### config.mk
export PLATFORM = sky130hd
export DESIGN_NAME = fp_scoreboard
export DESIGN_NICKNAME = d
export VERILOG_FILES = /design/src/rtl/fp_scoreboard.sv
export SDC_FILE = /design/constraint.sdc
export NUM_CORES = 1
export LEC_CHECK = 0
export CAP_MARGIN = 15
export CORE_UTILIZATION = 25
export CTS_CLUSTER_SIZE = 28
export DETAILED_ROUTE_END_ITERATION = 8
export HOLD_SLACK_MARGIN = 0.15
export PLACE_DENSITY = 0.44
export SLEW_MARGIN = 25
export SYNTH_ARGS = -nofsm -noshare
export SYNTH_HDL_FRONTEND = slang
export SYNTH_SLANG_ARGS = --single-unit
### constraint.sdc
create_clock -name clock -period 11.35 [get_ports clock]
set_clock_uncertainty 0.05 [all_clocks]
set_input_delay 2.27 -clock clock [delete_from_list [all_inputs] [get_ports clock]]
set_output_delay 2.27 -clock clock [all_outputs]
set_load 0.02 [all_outputs]
### src/rtl/fp_scoreboard.sv
// fp_scoreboard: in-order checker comparing FP unit results against queued expectations.
// Expected entries sit in a circular FIFO; each dut_ready pops the head and compares.
// Optional first-failure capture is built only when FP_SCOREBOARD_CAPTURE_EN is defined.

module fp_scoreboard #(
  parameter int unsigned XLEN  = 32,
  parameter int unsigned DEPTH = 8
) (
  input  logic            clock,
  input  logic            reset,
  input  logic            exp_valid,
  output logic            exp_ready,
  input  logic [XLEN-1:0] exp_result,
  input  logic [4:0]      exp_flags,
  input  logic            exp_nanmask,
  input  logic            exp_last,
  input  logic            dut_ready,
  input  logic [XLEN-1:0] dut_result,
  input  logic [4:0]      dut_flags,
  output logic            fail,
  output logic            done,
  output logic            pass,
  output logic [15:0]     err_count,
  output logic [31:0]     cmp_count,
  output logic            underflow,
  output logic [XLEN-1:0] fail_exp_result,
  output logic [XLEN-1:0] fail_dut_result,
  output logic [4:0]      fail_exp_flags,
  output logic [4:0]      fail_dut_flags
);

  localparam int unsigned AW = $clog2(DEPTH);
  localparam logic [AW:0] PtrOne = (AW + 1)'(1);

  // Canonical quiet NaN; its set bits are exactly the exponent plus quiet bit,
  // so the same pattern doubles as the relaxed-compare mask.
  localparam logic [63:0] CanonNan64 = (XLEN == 64) ? 64'h7FF8_0000_0000_0000
                                                    : 64'h0000_0000_7FC0_0000;
  localparam logic [XLEN-1:0] CanonNan = CanonNan64[XLEN-1:0];
  localparam logic [XLEN-1:0] NanMask  = CanonNan64[XLEN-1:0];

  // FIFO storage (data only, no reset needed)
  logic [XLEN-1:0] mem_result  [DEPTH];
  logic [4:0]      mem_flags   [DEPTH];
  logic            mem_nanmask [DEPTH];
  logic            mem_last    [DEPTH];

  logic [AW:0] wr_ptr_q, wr_ptr_d;
  logic [AW:0] rd_ptr_q, rd_ptr_d;

  logic        fail_q, fail_d;
  logic        done_q, done_d;
  logic        underflow_q, underflow_d;
  logic [15:0] err_count_q, err_count_d;
  logic [31:0] cmp_count_q, cmp_count_d;

  logic empty, full, push, pop, uf_event;
  logic [XLEN-1:0] head_result;
  logic [4:0]      head_flags;
  logic            head_nanmask, head_last;
  logic            nan_relax, mismatch;
  logic [XLEN-1:0] diff;

  assign empty = (wr_ptr_q == rd_ptr_q);
  assign full  = (wr_ptr_q[AW] != rd_ptr_q[AW]) && (wr_ptr_q[AW-1:0] == rd_ptr_q[AW-1:0]);

  // Held high while in reset so upstream never sees a stall before pointers clear.
  assign exp_ready = ~full | ~reset;

  // Push while full is dropped even if a pop frees a slot this cycle; no empty bypass.
  assign push     = exp_valid & ~full;
  assign pop      = dut_ready & ~empty;
  assign uf_event = dut_ready & empty;

  assign head_result  = mem_result[rd_ptr_q[AW-1:0]];
  assign head_flags   = mem_flags[rd_ptr_q[AW-1:0]];
  assign head_nanmask = mem_nanmask[rd_ptr_q[AW-1:0]];
  assign head_last    = mem_last[rd_ptr_q[AW-1:0]];

  assign nan_relax = head_nanmask & (dut_result == CanonNan);
  assign diff      = (dut_result ^ head_result) & (nan_relax ? NanMask : {XLEN{1'b1}});
  assign mismatch  = (|diff) | (dut_flags != head_flags);

  // Write incoming expected entries into the FIFO
  always_ff @(posedge clock) begin
    if (push) begin
      mem_result[wr_ptr_q[AW-1:0]]  <= exp_result;
      mem_flags[wr_ptr_q[AW-1:0]]   <= exp_flags;
      mem_nanmask[wr_ptr_q[AW-1:0]] <= exp_nanmask;
      mem_last[wr_ptr_q[AW-1:0]]    <= exp_last;
    end
  end

  // Next-state for pointers, counters and sticky status
  always_comb begin
    wr_ptr_d    = wr_ptr_q;
    rd_ptr_d    = rd_ptr_q;
    fail_d      = fail_q;
    done_d      = done_q;
    underflow_d = underflow_q;
    err_count_d = err_count_q;
    cmp_count_d = cmp_count_q;

    if (push) begin
      wr_ptr_d = wr_ptr_q + PtrOne;
    end

    if (pop) begin
      rd_ptr_d    = rd_ptr_q + PtrOne;
      cmp_count_d = cmp_count_q + 32'd1;
      if (mismatch) begin
        fail_d      = 1'b1;
        err_count_d = (err_count_q == 16'hFFFF) ? err_count_q : err_count_q + 16'd1;
      end
      if (head_last) begin
        done_d = 1'b1;
      end
    end

    if (uf_event) begin
      underflow_d = 1'b1;
      fail_d      = 1'b1;
      err_count_d = (err_count_q == 16'hFFFF) ? err_count_q : err_count_q + 16'd1;
    end
  end

  // State registers with synchronous active-low reset
  always_ff @(posedge clock) begin
    if (!reset) begin
      wr_ptr_q    <= '0;
      rd_ptr_q    <= '0;
      fail_q      <= 1'b0;
      done_q      <= 1'b0;
      underflow_q <= 1'b0;
      err_count_q <= '0;
      cmp_count_q <= '0;
    end else begin
      wr_ptr_q    <= wr_ptr_d;
      rd_ptr_q    <= rd_ptr_d;
      fail_q      <= fail_d;
      done_q      <= done_d;
      underflow_q <= underflow_d;
      err_count_q <= err_count_d;
      cmp_count_q <= cmp_count_d;
    end
  end

  assign fail      = fail_q;
  assign done      = done_q;
  assign pass      = done_q & ~fail_q;
  assign underflow = underflow_q;
  assign err_count = err_count_q;
  assign cmp_count = cmp_count_q;

`ifdef FP_SCOREBOARD_CAPTURE_EN
  logic            cap_valid_q;
  logic [XLEN-1:0] cap_exp_result_q, cap_dut_result_q;
  logic [4:0]      cap_exp_flags_q, cap_dut_flags_q;

  // Latch the first compare mismatch, then hold until reset
  always_ff @(posedge clock) begin
    if (!reset) begin
      cap_valid_q      <= 1'b0;
      cap_exp_result_q <= '0;
      cap_dut_result_q <= '0;
      cap_exp_flags_q  <= '0;
      cap_dut_flags_q  <= '0;
    end else if (pop && mismatch && !cap_valid_q) begin
      cap_valid_q      <= 1'b1;
      cap_exp_result_q <= head_result;
      cap_dut_result_q <= dut_result;
      cap_exp_flags_q  <= head_flags;
      cap_dut_flags_q  <= dut_flags;
    end
  end

  assign fail_exp_result = cap_exp_result_q;
  assign fail_dut_result = cap_dut_result_q;
  assign fail_exp_flags  = cap_exp_flags_q;
  assign fail_dut_flags  = cap_dut_flags_q;
`else
  assign fail_exp_result = '0;
  assign fail_dut_result = '0;
  assign fail_exp_flags  = '0;
  assign fail_dut_flags  = '0;
`endif

endmodule
Word level (Yosys, flattened, before mapping)
Memory sizes are Yosys's and may differ from the RTL's. A register that Yosys moved wholly into a read port is not among the register bits.
Cells that the tools add are included.
{"block": "word_totals", "out_inout_bits": 127, "mem_count": 4, "mem_bits_rw": 312, "reg_bits": 59, "in_bits": 80, "word_cells": 58}
{"name": "mem_result", "depth": 8, "width": 32, "read_ports": 1, "rd_ports_with_merged_regs": 1, "wr": 1, "line": "43", "text": "logic [XLEN-1:0] mem_result [DEPTH];"}
{"name": "mem_flags", "depth": 8, "width": 5, "read_ports": 1, "rd_ports_with_merged_regs": 1, "wr": 1, "line": "44", "text": "logic [4:0] mem_flags [DEPTH];"}
{"name": "mem_last", "depth": 8, "width": 1, "read_ports": 1, "rd_ports_with_merged_regs": 1, "wr": 1, "line": "46", "text": "logic mem_last [DEPTH];"}
{"name": "mem_nanmask", "depth": 8, "width": 1, "read_ports": 1, "rd_ports_with_merged_regs": 1, "wr": 1, "line": "45", "text": "logic mem_nanmask [DEPTH];"}
{"block": "op_classes", "eq_ne": 6, "reduce_logical": 6, "add_sub_neg": 4, "mux": 18, "bitwise_logic": 13}
{"op": "16-bit 2-to-1 mux", "n": 4}
{"op": "32-bit by 1-bit adder with 32-bit output, second input constant", "n": 1}
{"op": "32-bit bitwise AND", "n": 1}
{"op": "32-bit by 31-bit equality test with 1-bit output, second input constant", "n": 1}
{"op": "32-bit 2-to-1 mux", "n": 1}
{"op": "32-bit OR reduction", "n": 1}
{"op": "32-bit XOR", "n": 1}
{"op": "3-bit 2-to-1 mux", "n": 8}
{"op": "16-bit by 1-bit adder with 16-bit output, second input constant", "n": 1}
{"op": "16-bit equality test, second input constant", "n": 1}
{"op": "4-bit by 1-bit adder with 4-bit output, second input constant", "n": 2}
{"op": "1-bit bitwise AND", "n": 5}
{"op": "1-bit 2-to-1 mux", "n": 5}
{"op": "5-bit != test", "n": 1}
{"op": "4-bit equality test", "n": 1}
{"op": "1-bit NOT", "n": 4}
{"op": "2-bit AND reduction", "n": 2}
{"op": "2-bit nonzero test", "n": 2}
{"op": "3-bit equality test", "n": 1}
{"op": "1-bit bitwise OR", "n": 2}
{"op": "1-bit logical AND", "n": 1}
{"op": "1-bit != test", "n": 1}

Logic depth before layout (Yosys ltp)
Gate-level depths: netlist of the first run.
{"block": "depth", "word_depth": 9, "ltp_mapped": 15, "depth_no_buf": 9}

Worst setup path before layout of the first run
No wires, ideal clock.
{"block": "synth_timing", "kind": "in2reg", "from": "input port exp_valid", "to": "memory mem_flags[0][0], enable pin", "path_stages": 3, "path_slack_ps": 5264, "required_ps": 10816, "arrival_ps": 5552, "path_cell_list": "a21boi_0 -> nand2b_1 -> nor3_1"}
{"block": "synth_via", "elab_chain_len": 3}
{"element": "start, declared", "line": "11", "text": "input logic exp_valid,"}
{"element": "1-bit bitwise AND", "line": "71", "text": "assign push = exp_valid & ~full;"}
{"element": "1-bit 2-to-1 mux", "line": "86", "text": "if (push) begin"}
{"element": "1-bit 2-to-1 mux (implied by the code)", "line": "88", "text": "mem_flags[wr_ptr_q[AW-1:0]] <= exp_flags;"}
{"element": "end, declared", "line": "44"}
Every way passes these cells.

Worst setup path in the final report of the first run
{"block": "layout_timing", "from": "input port reset", "to": "output port exp_ready"}
{"block": "layout_via", "elab_chain_len": 2}
{"element": "start, declared", "line": "10", "text": "input logic reset,"}
{"element": "1-bit NOT", "line": "68", "text": "assign exp_ready = ~full | ~reset;"}
{"element": "1-bit bitwise OR", "line": "68"}
{"element": "end, declared", "line": "12", "text": "output logic exp_ready,"}
Every way passes these cells.

==> results of run 1 <==
## power groups by stage
| stage | combinational [uW] | sequential [uW] | clock (uW) |
|---|---|---|---|
| 5_1_grt | 343 | 1540 | 1430 |
| 3_3_place_gp | 322 | 1570 | 0 |
| 4_1_cts | 324 | 1540 | 1380 |
| 6_report | 316 | 1540 | 1330 |
| 3_5_place_dp | 323 | 1570 | 0 |
| 2_1_floorplan | 237 | 1560 | 0 |
## layout make-up
type	instances	share of cell area [%]
diodes	1	0.01316
clock buffers	59	6.512
clock inverters	20	0.7302
inverters	8	0.1579
multi-input cells	560	23.87
flip-flops and latches	374	55.83
well taps	837	5.506
repair buffers	143	7.381
## per-stage QoR
step / hold slack, ns / util [%] / setup slack [ns] / instances
global placement: 0.4148 / 28.53 / 5.334 / 1922
CTS: 0.4311 / 30.76 / 5.300 / 2001
global route: 0.4586 / 30.77 / 5.263 / 2002
floorplan: 0.4412 / - / 5.264 / 1052
finish: 0.4232 / 30.77 / 5.356 / 2002
detailed placement: 0.4181 / 28.53 / 5.298 / 1922
## critical path: cells and delay by family
family                 cells  cell delay, ns
buffers and inverters      2            1.28
AND/OR/NAND/NOR            1            0.12
## logic make-up after synthesis
family | share of synthesized area, %
flops | 67.65
simple gates | 6.517
mux | 12.65
buf+inv | 5.504
compound gates | 3.486
xor+xnor | 3.853
fa+ha+maj | 0.3191
other cells | 0.02391
## layer usage
layer	global-route usage (%)	part of all wire, %	vias to the layer above
met5	0	0.075	-
met4	4.173	2.4	6
met3	2.235	4.6	65
met2	19.84	48	213
met1	15.56	45	4328
li1	-	-	3912
## final timing paths
kind	end	slack, ns	depth (start not counted)
max reg2reg	err_count[11]$_SDFFE_PN0P_	6.85	9
min reg2reg	underflow$_SDFFE_PN0P_	0.42	2
min	underflow$_SDFFE_PN0P_	0.42	2
max	exp_ready	5.36	3
## layout by cell type (no fill, tap or decap), drive strengths merged, types with 5 or more instances in the layout
master	n
mux2i	76
inv	9
xor2	33
nor2b	7
nor4	11
xnor2	36
or3	22
and2	5
and3	10
a22oi	22
nor3	9
edfxtp	312
clkdlybuf4s50	132
conb	74
nand2	42
nor2	47
buf	11
clkinv	17
a21oi	26
clkbuf	59
nand3	13
o21ai	22
nand4	16
mux4	52
dfxtp	62
## sequential cells by signal (all words and copies together) (netlist names), named ones only
signal,cells
done,1
mem_nanmask,8
rd_ptr_q,4
mem_last,8
mem_result,256
wr_ptr_q,4
mem_flags,40
underflow,1
cmp_count,32
fail,1
err_count,16
==> results.py, run 1 <==
metrics = {
    "sta": {
        "slew_headroom_pct": 34.68,
        "timing.final.hold_violations": 0,
        "period_needed_ns": 5.994,
        "maxSlewViolCount": 0,
        "setup_violations": 0,
        "clock.fmax_mhz": 166.8,
        "worst-slew-pin-transition_ns": 0.9784,
        "fin_tns_setup_ns": 0,
        "grt_setup_unrepaired": "false",
        "min_period_over_period_pct": 52.81,
    },
    "cts": {
        "clock_tree.buffer_depth": 3,
        "clkTransAtPathRegs_ns": 0.05,
        "clock-sinks": 374,
        "h-tree-depth": 2,
        "cts_tree": "yes",
        "cts_buffers": 45,
        "cts_hold_buf": 0,
        "cts_setup_buffers": 0,
        "cts_resized": 0,
        "cts_root_buf": "clkbuf_16",
        "worstSkewPairLatency_ns": 0.58,
    },
    "layout": {
        "register_area_sq_um": 10620,
        "finalInstanceArea_sq_um": 19020,
        "area_growth_pct": 21.27,
        "drive_gt1_share_pct": 12.37,
        "fillerInstances": 6100,
        "fin_nets": 1216,
        "multiInputGateArea_sq_um": 4541,
    },
    "critical_path": {
        "worstPathCellList": "clkdlybuf4s50_1 > nand3_1 > clkdlybuf4s50_1",
        "cpMaxStageDelayCell": "clkdlybuf4s50_1",
        "cp.arrival_ns": 3.67,
        "cp.required_ns": 9.03,
        "path_class": "in2out",
        "cp-startpoint": "reset",
        "cp-end-kind": "primary output",
        "startpoint_type": "input pin",
        "cp_max_fo": 10,
        "cpMostUsedCell": "clkdlybuf4s50_1",
        "max_stage_delay_ns": 0.72,
    },
    "routing": {
        "drt_iter0_drc": 473,
        "drc_errors": 0,
        "firstDrtPassIters": 4,
        "vias_per_cell": 4.258,
        "num_vias": 8524,
        "antenna_left": 0,
        "wire_per_inst_microns": 19.21,
        "postRouteWirelength_microns": 38450,
    },
    "place": {
        "gp_congestion": 0.7085,
        "place_hpwl_microns": 22840,
        "port_buffers": 132,
        "placed_cell_area_sq_um": 17640,
    },
    "synth": {
        "synth_edf_count": 312,
        "post_synth_main_area_contributors": "edfxtp_1, dfxtp_1, mux4_2",
        "avgSynthCellArea_sq_um": 16.02,
        "synth.top_cell.area_share_pct": 59.73,
        "yosysTopAreaCell": "edfxtp_1",
        "synth_cells": 979,
        "yosys_warnings": 0,
        "netlist_area_sq_um": 15690,
        "synthFlopType": "edfxtp_1",
        "yosys.cell_types.count": 54,
        "synth_seq_cells": 374,
        "ys_seq_area_share_pct": 67.65,
        "yosysMostFrequentCell": "edfxtp_1",
        "synth_top_cells_by_count": "edfxtp_1, buf_4, mux2i_1",
        "ys_async_sr_fraction_pct": 0,
    },
    "run_status": {
        "status": "finished clean",
    },
    "grt": {
        "antenna_found_initial": 4,
        "gr-total-overflow": 0,
        "grt_pass1_wl_microns": 55900,
        "grt_pass1_vias": 8457,
        "grt_start_max_net_pins": 55,
        "globalRouteTotalUtil_pct": 11.96,
    },
    "floorplanning": {
        "ios": 207,
        "die_x_microns": 252.5,
        "die_area_sq_um": 63750,
        "core_area_sq_um": 61830,
        "rows": 91,
        "initial_utilization_pct": 25.37,
        "die_h_microns": 252.5,
    },
    "power_and_ir_drop": {
        "switching_power_uw": 769.2,
        "power_density_nw_per_um2": 167.7,
        "power_leakage_uw": 0.005952,
        "total_power_uw": 3189,
        "clockPowerShare_pct": 41.8,
        "combPwrFrac_pct": 9.9,
        "vdd_drop_max_mv": 0.09092,
        "p_seq_share_pct": 48.3,
        "sw_frac_of_total_pct": 24.12,
        "p_int_uw": 2420,
    },
    "flow_run": {
        "maxCapViolCount": 0,
    },
    "min_path": {
        "hold_class": "reg2reg",
        "min_from": "underflow$_SDFFE_PN0P_",
    },
}
Note: power is estimated with default switching activity, not from simulation.
==> run 2, diff against run 1 <==
clock period = 6.21 ns   (was 11.35 ns; I/O delays follow)
==> results.py, run 2 (synthesized netlist as in run 1, its figures left out) <==
metrics = {
    "layout": {
        "drive_gt1_share_pct": 12.27,
        "final_cells": 2012,
        "layout_common_cells": "edfxtp_1, clkdlybuf4s50_1, mux2i_1",
        "largest_register_ffs": 256,
        "area_growth_pct": 21.76,
        "utilization_pct": 30.89,
        "fin_nets": 1222,
        "finalInstanceArea_sq_um": 19100,
        "final_common_cell": "edfxtp_1",
    },
    "power_and_ir_drop": {
        "p_seq_share_pct": 48.0,
        "switching_power_uw": 1405,
        "vdd_drop_max_mv": 0.1803,
        "sw_frac_of_total_pct": 23.92,
        "p_int_uw": 4467,
        "power_density_nw_per_um2": 307.4,
        "clockPowerShare_pct": 42.0,
        "combPwrFrac_pct": 9.9,
        "power_leakage_uw": 0.005990,
    },
    "critical_path": {
        "worstPathCellList": "clkdlybuf4s50_1 > nand3_1 > clkdlybuf4s50_1",
        "cpMostUsedCell": "clkdlybuf4s50_1",
        "cp-startpoint": "reset",
        "max_stage_delay_ns": 0.77,
        "startpoint_type": "input pin",
        "cp_max_fo": 10,
        "cpMaxStageDelayCell": "clkdlybuf4s50_1",
        "path_class": "in2out",
        "cp.required_ns": 4.92,
        "cp.arrival_ns": 2.71,
        "cp-end-kind": "primary output",
    },
    "cts": {
        "clkTransAtPathRegs_ns": 0.05,
        "cts_hold_buf": 0,
        "cts_setup_buffers": 0,
        "worstSkewPairLatency_ns": 0.57,
        "h-tree-depth": 2,
        "clock-sinks": 374,
        "cts_resized": 0,
        "clock_tree.buffer_depth": 3,
        "cts_tree": "yes",
        "cts_root_buf": "clkbuf_16",
        "cts_buffers": 44,
    },
    "floorplanning": {
        "die_h_microns": 252.5,
        "die_area_sq_um": 63750,
        "rows": 91,
        "initial_utilization_pct": 25.37,
        "die_x_microns": 252.5,
        "ios": 207,
        "core_area_sq_um": 61830,
    },
    "routing": {
        "antenna_left": 0,
        "postRouteWirelength_microns": 38440,
        "num_vias": 8481,
        "drt_iter0_drc": 419,
        "wire_per_inst_microns": 19.10,
        "vias_per_cell": 4.215,
        "firstDrtPassIters": 4,
        "drc_errors": 0,
    },
    "sta": {
        "fin_tns_setup_ns": 0,
        "min_period_over_period_pct": 64.52,
        "clock.fmax_mhz": 249.6,
        "setup_violations": 0,
        "slew_headroom_pct": 38.38,
        "whs_ns": 0.4385,
        "period_needed_ns": 4.007,
        "grt_setup_unrepaired": "false",
        "maxSlewViolCount": 0,
        "timing.final.hold_violations": 0,
        "worst-slew-pin-transition_ns": 0.9158,
    },
    "place": {
        "gp_congestion": 0.7283,
        "placed_cell_area_sq_um": 17720,
        "placedCellCount": 1929,
        "port_buffers": 132,
        "place_hpwl_microns": 25060,
    },
    "grt": {
        "globalRouteTotalUtil_pct": 12.06,
        "grt_start_max_net_pins": 55,
        "grt_pass1_vias": 8606,
        "grt_pass1_wl_microns": 56520,
        "antenna_found_initial": 2,
        "gr-total-overflow": 0,
    },
    "flow_run": {
        "maxCapViolCount": 0,
    },
    "min_path": {
        "hold_class": "reg2reg",
        "min_from": "underflow$_SDFFE_PN0P_",
    },
    "run_status": {
        "status": "finished clean",
    },
}
## run 2: cell types whose count changed in the layout (fill, tap and decap cells not counted), moves of 2 or more
| cell | before | now |
|---|---|---|
| clkbuf_1 | 8 | 16 |
| buf_4 | 11 | 16 |
| clkinv_1 | 6 | 8 |
| bufinv_16 | 0 | 2 |
| buf_12 | 0 | 2 |
| clkbuf_8 | 6 | 1 |
| inv_16 | 0 | 2 |
## run 2: per-stage QoR
stage	power [uW]	setup slack (ns)
floorplan	3286	1.152
finish	5871	2.203
detailed placement	3471	1.651
global route	6092	2.114
global placement	3470	1.650
CTS	5966	2.183
## run 2: cell type report
type,instances,area (sq um)
timing repair buffer,150,1481
inverter,8,31.28
tap,837,1047
multi-input combinational,560,4541
sequential,374,10620
clock inverter,20,176.4
fill,6095,42730
antenna,1,2.502
clock buffer,62,1200
## run 2: power groups by stage
stage	Combinational, uW	Sequential, uW	Clock [uW]
CTS	597	2820	2540
global placement	595	2880	0
finish	583	2820	2470
detailed placement	595	2880	0
floorplan	434	2850	0
global route	637	2830	2630
## run 2: worst paths after layout
path | slack (ns) | cells past startpoint | endpoint
worst min-delay path | 0.44 | 2 | underflow$_SDFFE_PN0P_
worst max-delay path | 2.20 | 3 | exp_ready
worst max register to register | 2.35 | 9 | err_count[8]$_SDFFE_PN0P_
worst min register to register | 0.44 | 2 | underflow$_SDFFE_PN0P_
## run 2: layer usage
metal | global-route usage [%] | up-vias | wire length, microns
met5 | 0 | - | 0
met3 | 1.792 | 54 | 1429
met2 | 20.02 | 229 | 18680
met1 | 15.93 | 4270 | 17340
li1 | - | 3928 | -
met4 | 4.364 | 0 | 982
## run 2: critical path: cells and delay by family
| family | cells | cell delay [ns] |
|---|---|---|
| buffers and inverters | 2 | 1.34 |
| and+or+nand+nor | 1 | 0.14 |
